### src/rtl/flag_frame_pkg.sv
// Shared types and constants for the flag-delimited serial transmitter.
package flag_frame_pkg;

  typedef enum logic [2:0] {
    ST_IDLE  = 3'd0,
    ST_FLAG  = 3'd1,
    ST_DATA  = 3'd2,
    ST_STUFF = 3'd3,
    ST_GAP   = 3'd4
  } state_t;

  localparam logic [6:0] FLAG_PATTERN = 7'b0111110;
  localparam int         FLAG_LEN     = 7;
  localparam int         STUFF_RUN    = 4;

  // Flag bit number idx, sent MSB-first (idx 0 is the leading zero).
  function automatic logic flag_bit(input logic [2:0] idx);
    return FLAG_PATTERN[3'd6 - idx];
  endfunction

endpackage

### src/rtl/zero_stuffer.sv
// Counts consecutive payload ones and requests a stuffed zero after a run of STUFF_RUN.
module zero_stuffer
  import flag_frame_pkg::*;
(
  input  logic clk,
  input  logic rst,
  input  logic clr,
  input  logic bit_valid,
  input  logic bit_in,
  output logic stuff_req
);

  logic [2:0] ones_run;

  // The request fires on the bit that completes the run, so the zero follows it directly.
  assign stuff_req = bit_valid & bit_in & (ones_run == 3'(STUFF_RUN - 1));

  always_ff @(posedge clk or posedge rst) begin
    if (rst) begin
      ones_run <= 3'd0;
    end else if (clr) begin
      ones_run <= 3'd0;
    end else if (bit_valid) begin
      ones_run <= bit_in ? ones_run + 3'd1 : 3'd0;
    end
  end

endmodule

### src/rtl/flag_frame_tx.sv
// Serial frame transmitter: 7-bit start flag, then payload MSB-first on j, idle-high.
// Zero-stuffing is compiled in only when FLAG_FRAME_TX_STUFF_EN is defined.
module flag_frame_tx
  import flag_frame_pkg::*;
#(
  parameter int DATA_W   = 8,
  parameter int IDLE_GAP = 2
) (
  input  logic              clk,
  input  logic              rst,
  input  logic [DATA_W-1:0] data_in,
  input  logic              valid,
  output logic              ready,
  output logic              j,
  output logic              busy,
  output logic              done
);

  localparam int IDX_W = (DATA_W > 1) ? $clog2(DATA_W) : 1;
  localparam int GAP_W = $clog2(IDLE_GAP + 1);

  state_t              state_reg;
  logic [2:0]          flag_idx_reg;
  logic [IDX_W-1:0]    data_idx_reg;
  logic [GAP_W-1:0]    gap_cnt_reg;
  logic [DATA_W-1:0]   shreg;
  logic [DATA_W-1:0]   shifted;
  logic                last_reg;
  logic                j_reg;
  logic                done_reg;
  logic                stuff_req;

  assign shifted = shreg << 1;
  assign ready   = (state_reg == ST_IDLE);
  assign busy    = (state_reg != ST_IDLE);
  assign j       = j_reg;
  assign done    = done_reg;

`ifdef FLAG_FRAME_TX_STUFF_EN
  zero_stuffer u_stuffer (
    .clk       (clk),
    .rst       (rst),
    .clr       ((state_reg == ST_FLAG) || (state_reg == ST_STUFF)),
    .bit_valid (state_reg == ST_DATA),
    .bit_in    (shreg[DATA_W-1]),
    .stuff_req (stuff_req)
  );
`else
  assign stuff_req = 1'b0;
`endif

  // j and state move together: each edge loads the bit belonging to the state being entered.
  always_ff @(posedge clk or posedge rst) begin
    if (rst) begin
      state_reg    <= ST_IDLE;
      flag_idx_reg <= 3'd0;
      data_idx_reg <= '0;
      gap_cnt_reg  <= '0;
      shreg        <= '0;
      last_reg     <= 1'b0;
      j_reg        <= 1'b1;
      done_reg     <= 1'b0;
    end else begin
      done_reg <= 1'b0;
      case (state_reg)
        ST_IDLE: begin
          if (valid) begin
            state_reg    <= ST_FLAG;
            flag_idx_reg <= 3'd0;
            shreg        <= data_in;
            j_reg        <= flag_bit(3'd0);
          end
        end
        ST_FLAG: begin
          if (flag_idx_reg == 3'(FLAG_LEN - 1)) begin
            state_reg    <= ST_DATA;
            data_idx_reg <= IDX_W'(DATA_W - 1);
            j_reg        <= shreg[DATA_W-1];
          end else begin
            flag_idx_reg <= flag_idx_reg + 3'd1;
            j_reg        <= flag_bit(flag_idx_reg + 3'd1);
          end
        end
        ST_DATA: begin
          shreg    <= shifted;
          last_reg <= (data_idx_reg == '0);
          if (data_idx_reg != '0) begin
            data_idx_reg <= data_idx_reg - IDX_W'(1);
          end
          if (stuff_req) begin
            state_reg <= ST_STUFF;
            j_reg     <= 1'b0;
          end else if (data_idx_reg == '0) begin
            state_reg   <= ST_GAP;
            gap_cnt_reg <= GAP_W'(IDLE_GAP - 1);
            j_reg       <= 1'b1;
            done_reg    <= 1'b1;
          end else begin
            j_reg <= shifted[DATA_W-1];
          end
        end
        ST_STUFF: begin
          // last_reg remembers whether the run ended on payload bit 0.
          if (last_reg) begin
            state_reg   <= ST_GAP;
            gap_cnt_reg <= GAP_W'(IDLE_GAP - 1);
            j_reg       <= 1'b1;
            done_reg    <= 1'b1;
          end else begin
            state_reg <= ST_DATA;
            j_reg     <= shreg[DATA_W-1];
          end
        end
        ST_GAP: begin
          j_reg <= 1'b1;
          if (gap_cnt_reg == '0) begin
            state_reg <= ST_IDLE;
          end else begin
            gap_cnt_reg <= gap_cnt_reg - GAP_W'(1);
          end
        end
        default: begin
          state_reg <= ST_IDLE;
          j_reg     <= 1'b1;
        end
      endcase
    end
  end

endmodule

### config.mk
export PLATFORM = sky130hd
export DESIGN_NAME = flag_frame_tx
export DESIGN_NICKNAME = d
export VERILOG_FILES = /design/src/rtl/flag_frame_pkg.sv /design/src/rtl/zero_stuffer.sv /design/src/rtl/flag_frame_tx.sv
export SDC_FILE = /design/constraint.sdc
export NUM_CORES = 1
export LEC_CHECK = 0
export BUFFER_PORTS_ARGS = -buffer_cell sky130_fd_sc_hd__buf_2
export CAP_MARGIN = 10
export CORE_UTILIZATION = 45
export DETAILED_ROUTE_END_ITERATION = 16
export SLEW_MARGIN = 15
export SYNTH_ARGS = -nofsm -noshare
export SYNTH_HDL_FRONTEND = slang
export SYNTH_HIERARCHICAL = 1
export SYNTH_SLANG_ARGS = --single-unit
export TNS_END_PERCENT = 1
### constraint.sdc
create_clock -name clk -period 1.7 [get_ports clk]
set_input_delay 0.17 -clock clk [delete_from_list [all_inputs] [get_ports clk]]
set_output_delay 0.17 -clock clk [all_outputs]
set_load 0.03 [all_outputs]
**Word level (Yosys, flattened, before mapping)**

Memory sizes are Yosys's and may differ from the RTL's.
Index checks and enable logic that the tools add are counted.

- Memories kept: 1
- ROM bits: 8
- Register bits: 22
- Output and inout port bits: 4

- Equality and inequality tests: 13
- Reduce and logical (&&, ||, !) cells: 14
- $lt $le $gt $ge: 1
- Mux-type cells: 27
- $add $sub $neg: 4

Memory list:

| name | depth | width | rd ports | clocked after memory_dff | wr ports | line | RTL |
|---|---|---|---|---|---|---|---|
| (name not given) | 8 | 1 | 1 | 0 | 0 | flag_frame_pkg.sv:18 | `return FLAG_PATTERN[3'd6 - idx];` |

Operators with widths:

| operator | count |
|---|---|
| $mux 3 | 9 |
| $ne 2x2->1 const B | 8 |
| $pmux 8 s2 | 1 |
| $pmux 3 s5 | 1 |
| $pmux 3 s2 | 2 |
| $reduce_bool 3->1 | 3 |
| $mux 8 | 1 |
| $reduce_and 4->1 | 2 |
| $mux 1 | 7 |
| $eq 3x2->1 const B | 2 |
| $eq 3x3->1 const B | 2 |
| $logic_not 3->1 | 2 |
| $mux 2 | 3 |
| $pmux 2 s3 | 1 |
| $reduce_and 3->1 | 2 |
| $reduce_bool 2->1 | 3 |
| $lt 3x4->1 const B | 1 |
| $pmux 1 s4 | 1 |
| $add 3x1->3 const B | 1 |
| $eq 3x1->1 const B | 1 |
| $sub 3x1->3 const B | 1 |
| $sub 3x3->3 const A | 1 |
| $logic_not 2->1 | 1 |
| $pmux 1 s2 | 1 |
| other kinds (2) | 2 |

**Longest topological paths before layout**

- Depth in word-level cells: 6
- Mapped depth: 7

**Worst setup path before layout**

No wires, ideal clock.

- Path kind: register -> register
- Start: register state_reg[0]
- End: register j_reg, in the netlist j
- Library setup time: 0.089 ns
- Stages on the path, launching flop included: 6
- Path slack: -0.065 ns
- Buffers on the path: 1
- Arrival time: 1.676 ns
- Data required time: 1.611 ns
- Cells stage by stage: dfrtp_1 -> buf_2 -> nor3_2 -> inv_1 -> nor3_1 -> o22ai_1

- Word-level cells in the longest chain between the ends: 2

RTL lines:

| element | line | RTL |
|---|---|---|
| start: declaration | flag_frame_tx.sv:22 | `state_t state_reg;` |
| start signal: assignment | flag_frame_tx.sv:55 | `state_reg <= ST_IDLE;` |
| start signal: assignment | flag_frame_tx.sv:68 | `state_reg <= ST_FLAG;` |
| start signal: assignment | flag_frame_tx.sv:76 | `state_reg <= ST_DATA;` |
| $logic_not 3->1 * | - |  |
| net ready | flag_frame_tx.sv:13 | `output logic ready,` |
| $pmux 1 s4 / $ne 2x2->1 (equally long branches) | - |  |
| end signal: assignment | flag_frame_tx.sv:71 | `j_reg <= flag_bit(3'd0);` |
| end signal: assignment | flag_frame_tx.sv:78 | `j_reg <= shreg[DATA_W-1];` |
| end signal: assignment | flag_frame_tx.sv:81 | `j_reg <= flag_bit(flag_idx_reg + 3'd1);` |
| end: declaration | flag_frame_tx.sv:29 | `logic j_reg;` |

The timed path passes the listed nets; every way through them passes the cells marked *.
A chain may end at the register's enable or synchronous reset.

**Worst setup path in the final report**

- Start: register data_idx_reg[1]
- End: register data_idx_reg[1]

- Word-level cells in the longest chain between the ends: 3

RTL lines:

| element | line | RTL |
|---|---|---|
| start: declaration | flag_frame_tx.sv:24 | `logic [IDX_W-1:0] data_idx_reg;` |
| start signal: assignment | flag_frame_tx.sv:77 | `data_idx_reg <= IDX_W'(DATA_W - 1);` |
| start signal: assignment | flag_frame_tx.sv:88 | `data_idx_reg <= data_idx_reg - IDX_W'(1);` |
| $sub 3x1->3 / $reduce_bool 3->1 (equally long branches) | flag_frame_tx.sv:88, flag_frame_tx.sv:87 |  |
| $mux 3 / $ne 2x2->1 (equally long branches) | - |  |
| $pmux 3 s2 / $reduce_and 3->1 (equally long branches) | - |  |

Several ways; a longest one is shown, not always the timed one. The select of a mux whose other input is x is not followed.

==> out/results.txt <==
Buffers placed on the I/O ports in this run total 14. Measured along the x axis, the die boundary spans 53.9 um. After layout, the worst setup slack is 0.0551 ns. The worst setup path is captured at a flip-flop.

On the final layout, the worst hold slack is 0.0464 ns. After the last flow step, the layout net total stands at 172. The logs give 145 for the net count of the mapped netlist and 127 for the count of mapped cells out of synthesis. The logs give 0.00121 mm2 for the combined area of all synthesized cells and 22 for the clock net sink count.

For this run, the total global-route usage over all layers was measured as 19.0%. The via count of the first global-routing pass is 929, and the overall power is 2.50 mW. The floorplan step defined a core boundary enclosing 0.00252 mm2. The run gives 4 as the number of optimization iterations in the first detailed-route pass. With fillers left out, the area of the finished cells amounts to 0.00146 mm2. At the worst endpoint, the arrival time is 1.88 ns. Setup violations remaining at the end of the flow were counted as 0.

Detailed placement finished with a half-perimeter wire length of 1.65 mm. At the worst endpoint, the required time is 1.94 ns. The total power density per cell area was 1720 mW/mm2; the clock slew seen by the registers of the worst setup and hold paths was 0.12 ns. The share of the Yosys chip area taken by registers is 45.5%. The violation count after the first detailed-route iteration was 12. The average vias per placed instance works out to 5.23. The measured slew at the worst slew-check pin is 0.454 ns, and the number of buffers on the longest clock path is 2. STA classifies the critical path startpoint as a flip-flop. The detailed router placed 958 vias in this run. The run gives 1 as the maximum level of the CTS H-tree. The synthesized design contains 22 register bits. From synthesis to final layout, the design area changed by 20.1%.

The detail route stage leaves a number of antenna-violating nets equal to 0. The die outline height works out to 53.9 um. The register with the most flip-flops in the layout has 8 of them.

The number of clock buffers added by TritonCTS is 3. In the final timing run, aggregate negative setup slack is 0 ns. For this run, design rule violations remaining after detail routing come to 0. For the number of rows in the core area, the log shows 18. Counting I/O delays and the setup requirement, the final critical path takes 1.64 ns. For this configuration, the core starts out at a cell density of 48.1%.

The ratio of final minimum period to clock period was 96.8%. The proportion of layout cells with a drive suffix above 1 is 25.5%. The number of antenna diodes in the final layout is 0.

At the end of the flow the core is filled with cells to 57.8%. Entering global routing, the biggest net connects 23 pins. TritonCTS built the clock tree.

For this block, the routed nets add up to 2.23 mm of wire. Largest fanout of any net on the critical path: 5. Setup repair after global routing could not meet its margin everywhere. The most prevalent standard cell on the critical path was sky130_fd_sc_hd__ha_4.

Clock skew on the completed layout was measured at 0.00216 ns. The signal on the critical path passes through inv_2, ha_4, ha_4, or3b_4, a21oi_4, nor2_1, a31oi_1. The first global-routing pass estimated 3.84 mm of wire. The top-area cell type share of the netlist area is 43.3%.

During synthesis, Yosys emitted a total of 6 warnings. The average wire per standard cell is 12.2 um, and the count of placed standard cells in the final layout, fillers left out is 183. The post-placement cell count came out at 175.

The number of hold violations in the final report was 0. In this run the tightest slew margin relative to its limit is 69.8%. The total overflow left after global routing is 0. The largest single stage delay on the critical path is 0.42 ns. Counting flops per register, the top entry is shreg.

The critical path class is flip-flop to flip-flop. The mean cell area of the mapped netlist came out at 9.56 um2. Max-cap violations in this run came to 0. The analysis attributes to cell leakage a power of 0.687 nW. For the count of unique library cells instantiated by Yosys, the log shows 34.

The root buffer cell chosen for the clock tree is sky130_fd_sc_hd__clkbuf_4. VDD sags by at most 1050 uV. The path class of the tightest hold or removal check is primary input to flip-flop.

For the final weighted congestion in routability-driven placement, the log shows 0.737. By area the synthesized netlist is led by sky130_fd_sc_hd__dfrtp_1, sky130_fd_sc_hd__ha_1, sky130_fd_sc_hd__nand2_1, sky130_fd_sc_hd__nor2_1, sky130_fd_sc_hd__o22ai_1. The clock reaches the later pin of the worst-skew pair after 0.31 ns. For this design, the slowest cell found on the critical path is sky130_fd_sc_hd__or3b_4. The initial antenna violation count came out at 0. The cell area after placement was 0.00136 mm2; the total count of max-transition violations in the final report was 0.

The run finished with clean final reports. The die outline area came out at 0.00291 mm2. The logs give 15 for the count of boundary I/O pins and 0.06 ns for the slack of the worst reg-to-reg path.

The biggest area contributor in the post-synthesis netlist is sky130_fd_sc_hd__dfrtp_1. The worst-case setup slack after placement is -0.00839 ns, and the maximum frequency from static timing analysis is 608 MHz.
layout make-up:
| class | count | area [um2] |
|---|---|---|
| flip-flops and latches | 22 | 552 |
| fillers | 229 | 1060 |
| clock buffers | 4 | 36.3 |
| repair buffers | 25 | 155 |
| well taps | 30 | 37.5 |
| inverters | 12 | 45.0 |
| multi-input cells | 90 | 632 |
routing by layer:
metal / routed length [um] / up-vias / track usage (%) / share of wire (%)
met1: 1140 / 447 / 22.8 / 51
met2: 992 / 13 / 32.3 / 45
met3: 74 / 5 / 5.93 / 3.3
li1: - / 493 / - / -
met5: 0 / - / 0 / 0
met4: 23 / 0 / 5.26 / 1.0
worst max-delay path, delay by kind of cell (launching register included):
family / cells / cell delay (ns)
flip-flops: 1 / 0.39
adder cells (fa/ha/maj): 2 / 0.32
buffers and inverters: 1 / 0.05
AND/OR/NAND/NOR: 2 / 0.49
AO/OA/AOI/OAI: 2 / 0.33
kinds of logic after synthesis:
kind of cell               after synthesis  synth area share (%)
AOI/OAI and AO/OA                       27                  14.6
xor gates and xnor gates                 2                  1.44
adders and majority gates                7                  7.22
buffers and inverters                   15                  5.67
DFF                                     22                  45.5
muxes                                    4                  3.71
and+or+nand+nor                         50                  21.9
where the power goes:
part | internal [mW] | switching, mW
combinational | 0.596 | 0.666
clock | 0.131 | 0.161
sequential | 0.738 | 0.213
layout by cell type (no fill, tap or decap), types with 2 or more instances in the layout:
cell / n
sky130_fd_sc_hd__nor2_1: 14
sky130_fd_sc_hd__clkbuf_4: 3
sky130_fd_sc_hd__buf_4: 10
sky130_fd_sc_hd__dfrtp_1: 21
sky130_fd_sc_hd__mux2i_1: 3
sky130_fd_sc_hd__nor3_1: 7
sky130_fd_sc_hd__inv_1: 11
sky130_fd_sc_hd__o22ai_1: 8
sky130_fd_sc_hd__a31oi_1: 4
sky130_fd_sc_hd__a21oi_1: 4
sky130_fd_sc_hd__o21ai_0: 4
sky130_fd_sc_hd__nand2b_1: 3
sky130_fd_sc_hd__nand2_1: 14
sky130_fd_sc_hd__ha_4: 2
sky130_fd_sc_hd__ha_1: 5
sky130_fd_sc_hd__buf_2: 14
sky130_fd_sc_hd__nand3_1: 5
synth_stat cells (all sizes together):
library cell / count
nor3b: 2
nor3: 8
a22o: 1
mux2: 1
inv: 12
nand2b: 3
nor4b: 1
o22a: 1
ha: 7
nand3b: 1
xnor2: 1
mux2i: 3
nor2: 14
nand3: 5
or3b: 1
xor2: 1
dfstp: 1
o22ai: 8
a31oi: 4
a21oi: 5
a211oi: 1
dfrtp: 21
a21o: 1
nand4b: 1
nand2: 14
buf: 3
o2bb2ai: 1
o21ai: 5
what timing repair did:
item | in CTS | in global routing
setup endpoints to repair | 2 | 4
hold buffers | 1 | 0
endpoints found under the hold margin | 21 | 0
pin swaps | 1 | 5
resized for setup | 1 | 5
buffers inserted | 1 | 2
worst paths after layout:
kind | start | cells after the start | endpoint
max in group asynchronous | rst | 4 | j$_DFFE_PP1P_
max reg2reg | data_idx_reg[1]$_DFFE_PP0P_ | 7 | data_idx_reg[1]$_DFFE_PP0P_
max | data_idx_reg[1]$_DFFE_PP0P_ | 7 | data_idx_reg[1]$_DFFE_PP0P_
min in group asynchronous | rst | 4 | shreg[6]$_DFFE_PP0P_
min | data_in[0] | 3 | shreg[0]$_DFFE_PP0P_
min reg2reg | shreg[0]$_DFFE_PP0P_ | 2 | shreg[0]$_DFFE_PP0P_
Power figures use the tool's default switching activity.
